--- src/rtl/sc_rand_spawn_scheduler_pkg.sv ---
// +--------------------------------------------------------------------------+
// | sc_spawn_pkg : shared state encoding and width helper for spawn logic     |
// | Rev 1.0  initial release                                                 |
// +--------------------------------------------------------------------------+
`default_nettype none

package sc_spawn_pkg;

   localparam logic [1:0] IDLE  = 2'd0;
   localparam logic [1:0] COUNT = 2'd1;
   localparam logic [1:0] DRAW  = 2'd2;
   localparam logic [1:0] OFFER = 2'd3;

   typedef enum logic [1:0] {
      ST_IDLE  = IDLE,
      ST_COUNT = COUNT,
      ST_DRAW  = DRAW,
      ST_OFFER = OFFER
   } spawn_state_t;

   localparam logic [7:0] COUNT_SAT = 8'd255;

   // Bits needed to index n items, never less than 1.
   function automatic int sc_col_width(input int n);
      int w;
      w = 1;
      for (int i = 1; i < 31; i++) begin
         if ((1 << i) < n) w = i + 1;
      end
      return w;
   endfunction

endpackage

`default_nettype wire

--- src/rtl/sc_rand_spawn_scheduler_timer.sv ---
// +--------------------------------------------------------------------------+
// | sc_spawn_timer : loadable down-counter, expire_o flags a value of 1       |
// | Rev 1.0  initial release                                                 |
// +--------------------------------------------------------------------------+
`default_nettype none

module sc_spawn_timer #(
   parameter int PERIOD_W = 26
) (
   input  logic                SC_RegSHIFTER_CLOCK_50,
   input  logic                SC_RegSHIFTER_RESET_InHigh,
   input  logic                load_i,
   input  logic [PERIOD_W-1:0] load_val_i,
   input  logic                dec_i,
   output logic                expire_o
);

   logic [PERIOD_W-1:0] value_q;
   logic [PERIOD_W-1:0] value_d;

   always_comb begin
      value_d = value_q;
      if (load_i) begin
         value_d = load_val_i;
      end else if (dec_i && (value_q != '0)) begin
         value_d = value_q - PERIOD_W'(1);
      end
   end

   always_ff @(posedge SC_RegSHIFTER_CLOCK_50 or posedge SC_RegSHIFTER_RESET_InHigh) begin
      if (SC_RegSHIFTER_RESET_InHigh) begin
         value_q <= '0;
      end else begin
         value_q <= value_d;
      end
   end

   assign expire_o = (value_q == PERIOD_W'(1));

endmodule

`default_nettype wire

--- src/rtl/sc_rand_spawn_scheduler.sv ---
// +--------------------------------------------------------------------------+
// | sc_rand_spawn_scheduler : periodic random column draw with valid/ready    |
// | offer. Optional no-repeat policy under macro SC_SPAWN_NO_REPEAT_EN.       |
// | Rev 1.0  initial release                                                 |
// +--------------------------------------------------------------------------+
`default_nettype none

module sc_rand_spawn_scheduler
   import sc_spawn_pkg::*;
#(
   parameter  int RAND_W    = 8,
   parameter  int NUM_COLS  = 8,
   parameter  int PERIOD_W  = 26,
   parameter  int MAX_RETRY = 3,
   localparam int COL_W     = sc_col_width(NUM_COLS)
) (
   input  logic                SC_RegSHIFTER_CLOCK_50,
   input  logic                SC_RegSHIFTER_RESET_InHigh,
   input  logic [RAND_W-1:0]   rand_in,
   input  logic                enable_in,
   input  logic [PERIOD_W-1:0] period_in,
   input  logic                spawn_ready_in,
   output logic                spawn_valid_out,
   output logic [COL_W-1:0]    spawn_col_out,
   output logic [7:0]          spawn_count_out
);

   localparam int                RETRY_W   = sc_col_width(MAX_RETRY + 1);
   localparam logic [RETRY_W-1:0] RETRY_MAX = RETRY_W'(MAX_RETRY);
   localparam logic [COL_W:0]     NUMC_EXT  = (COL_W+1)'(NUM_COLS);

   spawn_state_t       state_q;
   logic [RETRY_W-1:0] retry_q;
   logic               valid_q;
   logic [COL_W-1:0]   col_q;
   logic [7:0]         count_q;

   logic [PERIOD_W-1:0] period_eff;
   logic [COL_W-1:0]    draw_col;
   logic                in_range;
   logic                accept;
   logic [COL_W-1:0]    fallback_col;
   logic                handshake;
   logic                tmr_load;
   logic                tmr_dec;
   logic                tmr_expire;

   assign period_eff = (period_in == '0) ? PERIOD_W'(1) : period_in;
   assign draw_col   = rand_in[COL_W-1:0];
   assign in_range   = ({1'b0, draw_col} < NUMC_EXT);
   assign handshake  = valid_q && spawn_ready_in;

`ifdef SC_SPAWN_NO_REPEAT_EN
   logic [COL_W-1:0] last_q;

   assign accept       = in_range && (draw_col != last_q);
   assign fallback_col = ({1'b0, last_q} == (NUMC_EXT - (COL_W+1)'(1))) ? '0
                                                                       : last_q + COL_W'(1);
`else
   assign accept       = in_range;
   // Out-of-range values lie below 2*NUM_COLS, so one subtraction folds them into range.
   assign fallback_col = draw_col - NUMC_EXT[COL_W-1:0];
`endif

   assign tmr_load = ((state_q == ST_IDLE) && enable_in) ||
                     ((state_q == ST_OFFER) && handshake && enable_in);
   assign tmr_dec  = (state_q == ST_COUNT) && enable_in && !tmr_expire;

   sc_spawn_timer #(
      .PERIOD_W (PERIOD_W)
   ) u_timer (
      .SC_RegSHIFTER_CLOCK_50     (SC_RegSHIFTER_CLOCK_50),
      .SC_RegSHIFTER_RESET_InHigh (SC_RegSHIFTER_RESET_InHigh),
      .load_i                     (tmr_load),
      .load_val_i                 (period_eff),
      .dec_i                      (tmr_dec),
      .expire_o                   (tmr_expire)
   );

   always_ff @(posedge SC_RegSHIFTER_CLOCK_50 or posedge SC_RegSHIFTER_RESET_InHigh) begin
      if (SC_RegSHIFTER_RESET_InHigh) begin
         state_q <= ST_IDLE;
         retry_q <= '0;
         valid_q <= 1'b0;
         col_q   <= '0;
         count_q <= '0;
`ifdef SC_SPAWN_NO_REPEAT_EN
         last_q  <= '0;
`endif
      end else begin
         case (state_q)
            ST_IDLE: begin
               if (enable_in) state_q <= ST_COUNT;
            end
            ST_COUNT: begin
               if (!enable_in) begin
                  state_q <= ST_IDLE;
               end else if (tmr_expire) begin
                  state_q <= ST_DRAW;
               end
            end
            ST_DRAW: begin
               if (!enable_in) begin
                  state_q <= ST_IDLE;
                  retry_q <= '0;
               end else if (accept) begin
                  col_q   <= draw_col;
                  valid_q <= 1'b1;
                  retry_q <= '0;
                  state_q <= ST_OFFER;
               end else if (retry_q == RETRY_MAX) begin
                  col_q   <= fallback_col;
                  valid_q <= 1'b1;
                  retry_q <= '0;
                  state_q <= ST_OFFER;
               end else begin
                  retry_q <= retry_q + RETRY_W'(1);
               end
            end
            ST_OFFER: begin
               // Offer is held until taken, regardless of enable_in.
               if (handshake) begin
                  valid_q <= 1'b0;
                  if (count_q != COUNT_SAT) count_q <= count_q + 8'd1;
`ifdef SC_SPAWN_NO_REPEAT_EN
                  last_q  <= col_q;
`endif
                  state_q <= enable_in ? ST_COUNT : ST_IDLE;
               end
            end
            default: state_q <= ST_IDLE;
         endcase
      end
   end

   assign spawn_valid_out = valid_q;
   assign spawn_col_out   = col_q;
   assign spawn_count_out = count_q;

endmodule

`default_nettype wire

--- config.mk ---
export PLATFORM = sky130hd
export DESIGN_NAME = sc_rand_spawn_scheduler
export DESIGN_NICKNAME = d
export VERILOG_FILES = /design/src/rtl/sc_rand_spawn_scheduler_pkg.sv /design/src/rtl/sc_rand_spawn_scheduler_timer.sv /design/src/rtl/sc_rand_spawn_scheduler.sv
export SDC_FILE = /design/constraint.sdc
export NUM_CORES = 1
export LEC_CHECK = 0
export CELL_PAD_IN_SITES_DETAIL_PLACEMENT = 1
export CELL_PAD_IN_SITES_GLOBAL_PLACEMENT = 1
export CORE_MARGIN = 10
export CORE_UTILIZATION = 39
export CTS_CLUSTER_DIAMETER = 40
export DETAILED_ROUTE_END_ITERATION = 8
export PLACE_DENSITY_LB_ADDON = 0.2
export SETUP_SLACK_MARGIN = 0.05
export SYNTH_ARGS = -nofsm -noshare
export SYNTH_HDL_FRONTEND = slang
export SYNTH_SLANG_ARGS = --single-unit
--- constraint.sdc ---
create_clock -name SC_RegSHIFTER_CLOCK_50 -period 2.7 [get_ports SC_RegSHIFTER_CLOCK_50]
set_clock_uncertainty 0.15 [all_clocks]
set_input_delay 0.81 -clock SC_RegSHIFTER_CLOCK_50 [delete_from_list [all_inputs] [get_ports SC_RegSHIFTER_CLOCK_50]]
set_output_delay 0.81 -clock SC_RegSHIFTER_CLOCK_50 [all_outputs]
set_load 0.01 [all_outputs]
==> out/results.tsv, run 1 <==
stage	metric	value	unit
synthesis	async_reset_ff_frac	1.00	
drt	post-route-drc-count	0	
flow_run	max_cap_violations	0	
worst_setup_path	ff2ff_path_depth	7	
drt	routed_wl	7180	um
worst_hold_path	hold_path_end	spawn_count_out[5]	
worst_setup_path	critPathBufInv	3	
cts	postCtsSetupRepairBufs	0	
grt	grt_pass1_vias	2313	
placed_design	globalplace.congestion	0.775	
die	rows	28	
drt	dr_total_vias	2260	
worst_setup_path	reg2reg_to	u_timer.value_q[24]	
sta	final.min_clock_period	2.50	ns
grt	grt_max_degree	44	
placed_design	portBuffers	44	
power_and_ir_drop	power_density	813	nW/um2
sta	setup_ws	0.197	ns
worst_setup_path	worst_setup_path_end_kind	flop	
worst_setup_path	required	2.77	ns
sta	worstMarginPinSlew	0.579	ns
worst_setup_path	critPathKind	input pin to flop	
sta	slew_violations	0	
synthesis	netlist_area	2390	um2
layout	synthToLayoutAreaGrowth	32.4	%
sta	relSlewSlack	0.611	
die	fp.dieW	98.3	um
layout	final_common_cell	clkdlybuf4s50_1	
sta	hold_viol_final	0	
synthesis	yosysSeqAreaShare	0.418	
synthesis	synth_edf_count	0	
worst_setup_path	cp-start-kind	input pin	
drt	drt_first_pass_iters	4	
sta	period_share	0.927	
drt	drt_iter0_markers	93	
cts	ctsHtreeMaxLevel	2	
layout	drive_gt1_frac	0.154	
worst_setup_path	path_depth	7	
worst_setup_path	crit_slowest_cell	clkdlybuf4s50_1	
grt	antenna_found_initial	0	
grt	overflow	0	
layout	fillCellCount	706	
die	die_area	9670	um2
cts	cts_max_path_buffers	2	
placed_design	place_ws	-0.147	ns
worst_setup_path	worstReg2RegStart	u_timer.value_q[0]	
die	io_pins	50	
drt	wl_per_cell	18.3	um
worst_hold_path	hold_depth	1	
worst_setup_path	crit_family	buffers and inverters	
synthesis	syn_inst	256	
synthesis	yosysWarnings	0	
die	fp.dieH	98.3	um
layout	register_area	1000	um2
placed_design	dpl.hpwl	5370	um
cts	clkSinkCount	40	
layout	final_nets	358	
synthesis	yosysUniqueCellTypes	46	
power_and_ir_drop	ir_drop	0.366	mV
cts	cts_made_buffers	5	
grt	grt_first_pass_wirelength	11900	um
sta	whs	0.354	ns
worst_hold_path	worstHoldStart	spawn_count_out[5]	
drt	ant_nets	0	
drt	vias_per_cell	5.75	
sta	finalSetupViolCount	0	
worst_setup_path	rrSetupSlack	0.22	ns
synthesis	ys.flop_type	dfrtp_1	
worst_hold_path	hold_path.class	flop to flop	
worst_setup_path	worstPathArrival	2.58	ns
synthesis	syn-num-nets	297	
sta	fmax	399	MHz
cts	cts_tree	yes	
worst_setup_path	path_max_fanout	15	
power_and_ir_drop	leakagePower	1.16	nW
sta	rsz0062_at_grt	no	
layout	diodes	0	
worst_setup_path	cp-startpoint	enable_in	
outcome	status	completed	
cts	root_buffer	clkbuf_8	
worst_setup_path	path_cells	clkdlybuf4s50_1, nor2b_1, buf_4, o31ai_4, buf_12, or4_1, a31oi_1	
die	fp.coreArea	5960	um2
grt	track_usage	0.147	
synthesis	avgSynthCellArea	9.35	um2
die	start_util	0.402	
layout	multi_input_area	1310	um2
layout	layout_common_cells	clkdlybuf4s50_1 (44), dfrtp_1 (40), nor2_1 (27), a31oi_1 (21), buf_4 (21)	
cts	cts.clk_slew.worst_paths	0.09	ns
synthesis	ys_ff_latch	40	
cts	insertion_delay	0.30	ns
worst_setup_path	max_stage_delay	0.52	ns
==> kinds of logic (layout without fill, tap and decap cells) <==
group / Yosys count / after routing / synth area share
mux: 4 / 4 / 0.0188
simple gates: 116 / 116 / 0.272
xor+xnor: 15 / 15 / 0.0549
compound gates: 60 / 60 / 0.181
buf+inv: 18 / 80 / 0.0392
flops: 40 / 40 / 0.418
fa+ha+maj: 3 / 3 / 0.0157
==> repair_timing <==
action	4_1_cts	5_1_grt
gates resized for setup	0	1
hold buffers	0	0
endpoints found under the setup margin	0	1
==> how the worst max path moves through the flow <==
stage | endpoint | slack, ns
final | u_timer.value_q[21] | 0.20
after global routing | u_timer.value_q[24] | 0.06
after CTS | u_timer.value_q[21] | 0.20
after detailed placement | u_timer.value_q[21] | -0.15
after global placement | u_timer.value_q[5] | -0.06
after floorplan | u_timer.value_q[5] | 0.16
==> state kept, by name, summed over array words and instances, names as in the netlist <==
name             flops
u_timer.value_q     26
spawn_count_out      8
spawn_col_out        3
state_q              2
spawn_valid_out      1
==> where the power goes <==
| group | switching (W) | leakage, nW | internal (W) | total, W |
|---|---|---|---|---|
| Clock | 0.000224 | 0.0552 | 0.000275 | 0.000499 |
| Combinational | 0.000411 | 0.633 | 0.000485 | 0.000895 |
| Sequential | 0.000329 | 0.468 | 0.000851 | 0.00118 |
| Total | 0.000964 | 1.16 | 0.00161 | 0.00257 |
==> worst reg2reg max path, cell delays in order, from the launching register on <==
cell	delay, ns
dfrtp_1	0.44
inv_1	0.08
ha_1	0.20
or3b_1	0.49
or4_4	0.45
a2111oi_2	0.32
xnor2_1	0.17
o21ai_1	0.08
==> layer usage <==
| metal | global-route usage | routed length (um) |
|---|---|---|
| met3 | 0.0381 | 472 |
| met4 | 0.0441 | 98 |
| met1 | 0.190 | 3210 |
| met5 | 0 | 0 |
| met2 | 0.233 | 3400 |
==> metrics by stage <==
step / power (W) / cell area [um2] / cells / TNS, ns / utilization
after global routing: 0.00276 / 3170 / 393 / 0 / 0.532
after global placement: 0.00202 / 3050 / 385 / -0.468 / 0.513
after floorplan: 0.00165 / 2390 / 256 / 0 / -
after CTS: 0.00259 / 3160 / 393 / 0 / 0.531
after detailed placement: 0.00208 / 3050 / 385 / -1.26 / 0.513
final: 0.00257 / 3170 / 393 / 0 / 0.532
==> cells in the mapped netlist, types with 6 or more instances <==
cell type	instances	area, um2
nor4_1	9	56.3
nand2_1	19	71.3
nor2_1	27	101
o31ai_1	11	82.6
clkbuf_1	9	33.8
or3_1	8	50.1
nand3_1	6	30.0
a31oi_1	21	131
xnor2_1	13	114
o21ai_0	7	35.0
dfrtp_1	40	1000
nor3_1	8	40.0
or4_1	11	82.6
==> area by class of cell <==
| class | instances | area share |
|---|---|---|
| repair buffers | 67 | 0.201 |
| well taps | 75 | 0.0296 |
| multi-input cells | 198 | 0.413 |
| inverters | 5 | 0.00592 |
| clock inverters | 2 | 0.0111 |
| flip-flops and latches | 40 | 0.316 |
| clock buffers | 6 | 0.0229 |
No activity file was read; power rests on OpenSTA's default activity.
==> run 2, diff against run 1 <==
GPL_TIMING_DRIVEN = 0   (was not set)
==> run 2 against run 1 <==
Compared with the run above: final cell count is 2.0% lower; sequential share of layout area is 0.62 points higher; worst hold slack better by 0.0020 ns; sequential power hardly changed; maximum frequency is 2.0% lower; critical endpoint is now u_timer.value_q[18].
==> out/results.tsv, run 2 (same netlist as run 1, synthesis figures left out) <==
stage	metric	value	unit	change
die	rows	28		unchanged
power_and_ir_drop	switching_share	0.389		+0.0149
layout	final_nets	350		-2.2%
grt	antenna_found_initial	0		unchanged
grt	grt_pass1_vias	2406		+4.0%
sta	final.min_clock_period	2.55	ns	+0.0510 ns
worst_setup_path	required	2.76	ns	about the same
grt	overflow	0		unchanged
worst_hold_path	hold_path.class	flop to flop		
drt	dr_total_vias	2287		+1.2%
worst_setup_path	worstPathArrival	2.62	ns	+0.04 ns
drt	routed_wl	7640	um	+6.4%
cts	cts_made_buffers	5		unchanged
power_and_ir_drop	p_sw	0.00101	W	+5.3%
cts	cts_max_path_buffers	2		unchanged
cts	cts_hold_buf	0		unchanged
layout	largest_register_ff_count	26		unchanged
placed_design	globalplace.congestion	0.804		+3.8%
power_and_ir_drop	p_total	0.00261	W	+1.2%
layout	layout_common_cells	clkdlybuf4s50_1 (43), dfrtp_1 (40), nor2_1 (27), a31oi_1 (21), nand2_1 (19)		
sta	relSlewSlack	0.589		-0.0220
placed_design	dpl.hpwl	5730	um	+6.6%
die	fp.coreArea	5960	um2	unchanged
power_and_ir_drop	leakagePower	1.10	nW	-5.3%
drt	wl_per_cell	19.8	um	+8.6%
drt	drt_first_pass_iters	4		unchanged
sta	fmax	391	MHz	-2.0%
layout	final_common_cell	clkdlybuf4s50_1		
sta	whs	0.356	ns	+0.00195 ns
grt	grt_first_pass_wirelength	12500	um	+4.8%
cts	cts.clk_slew.worst_paths	0.09	ns	about the same
die	fp.dieW	98.3	um	unchanged
flow_run	max_cap_violations	0		unchanged
drt	vias_per_cell	5.94		+3.3%
die	start_util	0.402		unchanged
layout	largest_register	u_timer.value_q		
worst_setup_path	critPathKind	input pin to flop		
cts	cts_tree	yes		
cts	ctsHtreeMaxLevel	2		unchanged
power_and_ir_drop	power_density	839	nW/um2	+3.2%
sta	finalSetupViolCount	0		unchanged
worst_hold_path	worstHoldStart	spawn_count_out[5]		
die	fp.dieH	98.3	um	unchanged
sta	period_share	0.946		+0.0189
drt	drt_iter0_markers	95		+2.2%
cts	clkSinkCount	40		unchanged
worst_setup_path	cp-start-kind	input pin		
placed_design	portBuffers	43		-2.3%
cts	root_buffer	clkbuf_8		
power_and_ir_drop	sequentialPowerShare	0.450		-0.009
cts	insertion_delay	0.30	ns	about the same
power_and_ir_drop	ir_drop	0.409	mV	+12%
drt	post-route-drc-count	0		unchanged
grt	track_usage	0.154		+0.00733
grt	grt_max_degree	23		-48%
layout	synthToLayoutAreaGrowth	29.8	%	
placed_design	place_area	2940	um2	-3.8%
sta	rsz0062_at_grt	yes		
power_and_ir_drop	p_comb_frac	0.355		+0.007
die	die_area	9670	um2	unchanged
layout	diodes	0		unchanged
sta	slew_violations	0		unchanged
die	io_pins	50		unchanged
worst_setup_path	worstReg2RegStart	u_timer.value_q[4]		
power_and_ir_drop	intPower	0.00159	W	-1.2%
worst_setup_path	worst_setup_path_end_kind	flop		
outcome	status	completed		
drt	ant_nets	0		unchanged
sta	hold_viol_final	0		unchanged
worst_setup_path	cp-startpoint	enable_in		
sta	worstMarginPinSlew	0.601	ns	+0.0219 ns
layout	drive_gt1_frac	0.139		-0.0154
worst_setup_path	path_max_fanout	8		-7
layout	design_area	3110	um2	-1.9%
power_and_ir_drop	clockPowerShare	0.195		about the same
## run 2: changes by cell type in the layout (fill, tap and decap cells not counted), sizes merged
cell	delta
buf	-16
clkinvlp	+1
clkbuf	+8
clkdlybuf4s50	-1
## run 2: area by class of cell
type	instances	area, um2
Clock inverter	3	42.5
Timing Repair Buffer	46	465
Clock buffer	5	68.8
Tap cell	75	93.8
Inverter	5	18.8
Buffer	13	80.1
Multi-Input combinational cell	198	1340
Sequential cell	40	1000
Fill cell	706	2850
## run 2: critical path: stages
cell and delay (ns):
clkbuf_1 0.27, nor2b_2 0.40, o31ai_4 0.15, buf_4 0.16, or4b_2 0.61, a31oi_1 0.22
## run 2: repair_timing
action                     CTS  global route
gates resized for setup      8             4
pin swaps                    1             2
hold endpoints to repair     0             0
setup endpoints to repair   24            25
buffers inserted             0             2
## run 2: metrics by stage
stage	setup TNS, ns	util	setup WS (ns)	cells
detailed placement	-11.11	0.493	-0.520	375
floorplan	0	-	0.157	256
finish	0	0.522	0.146	385
global placement	-16.52	0.490	-0.446	374
CTS	0	0.516	0.0544	383
global route	0	0.522	0.0232	385
## run 2: per-layer routing
| layer | share of wire | vias to the layer above | track usage |
|---|---|---|---|
| met1 | 0.49 | 1140 | 0.207 |
| met4 | 0.010 | 0 | 0.0375 |
| met5 | 0 | - | 0 |
| li1 | - | 1092 | - |
| met3 | 0.038 | 10 | 0.0275 |
| met2 | 0.46 | 45 | 0.249 |
## run 2: final timing paths
path	endpoint	slack, ns	cells after the start
hold reg to reg	spawn_count_out[5]	0.36	1
min in group asynchronous	spawn_count_out[2]	0.68	2
setup / recovery	u_timer.value_q[18]	0.15	6
max in group asynchronous	u_timer.value_q[9]	1.25	3
hold / removal	spawn_count_out[5]	0.36	1
setup reg to reg	u_timer.value_q[6]	0.17	7
## run 2: power groups by stage
stage               Clock, W  Sequential (W)  Combinational, W
detailed placement         0         0.00115          0.000906
finish              0.000509         0.00117          0.000924
CTS                 0.000518         0.00115          0.000922
global route        0.000540         0.00121           0.00103
global placement           0         0.00113          0.000868
floorplan                  0         0.00110          0.000556
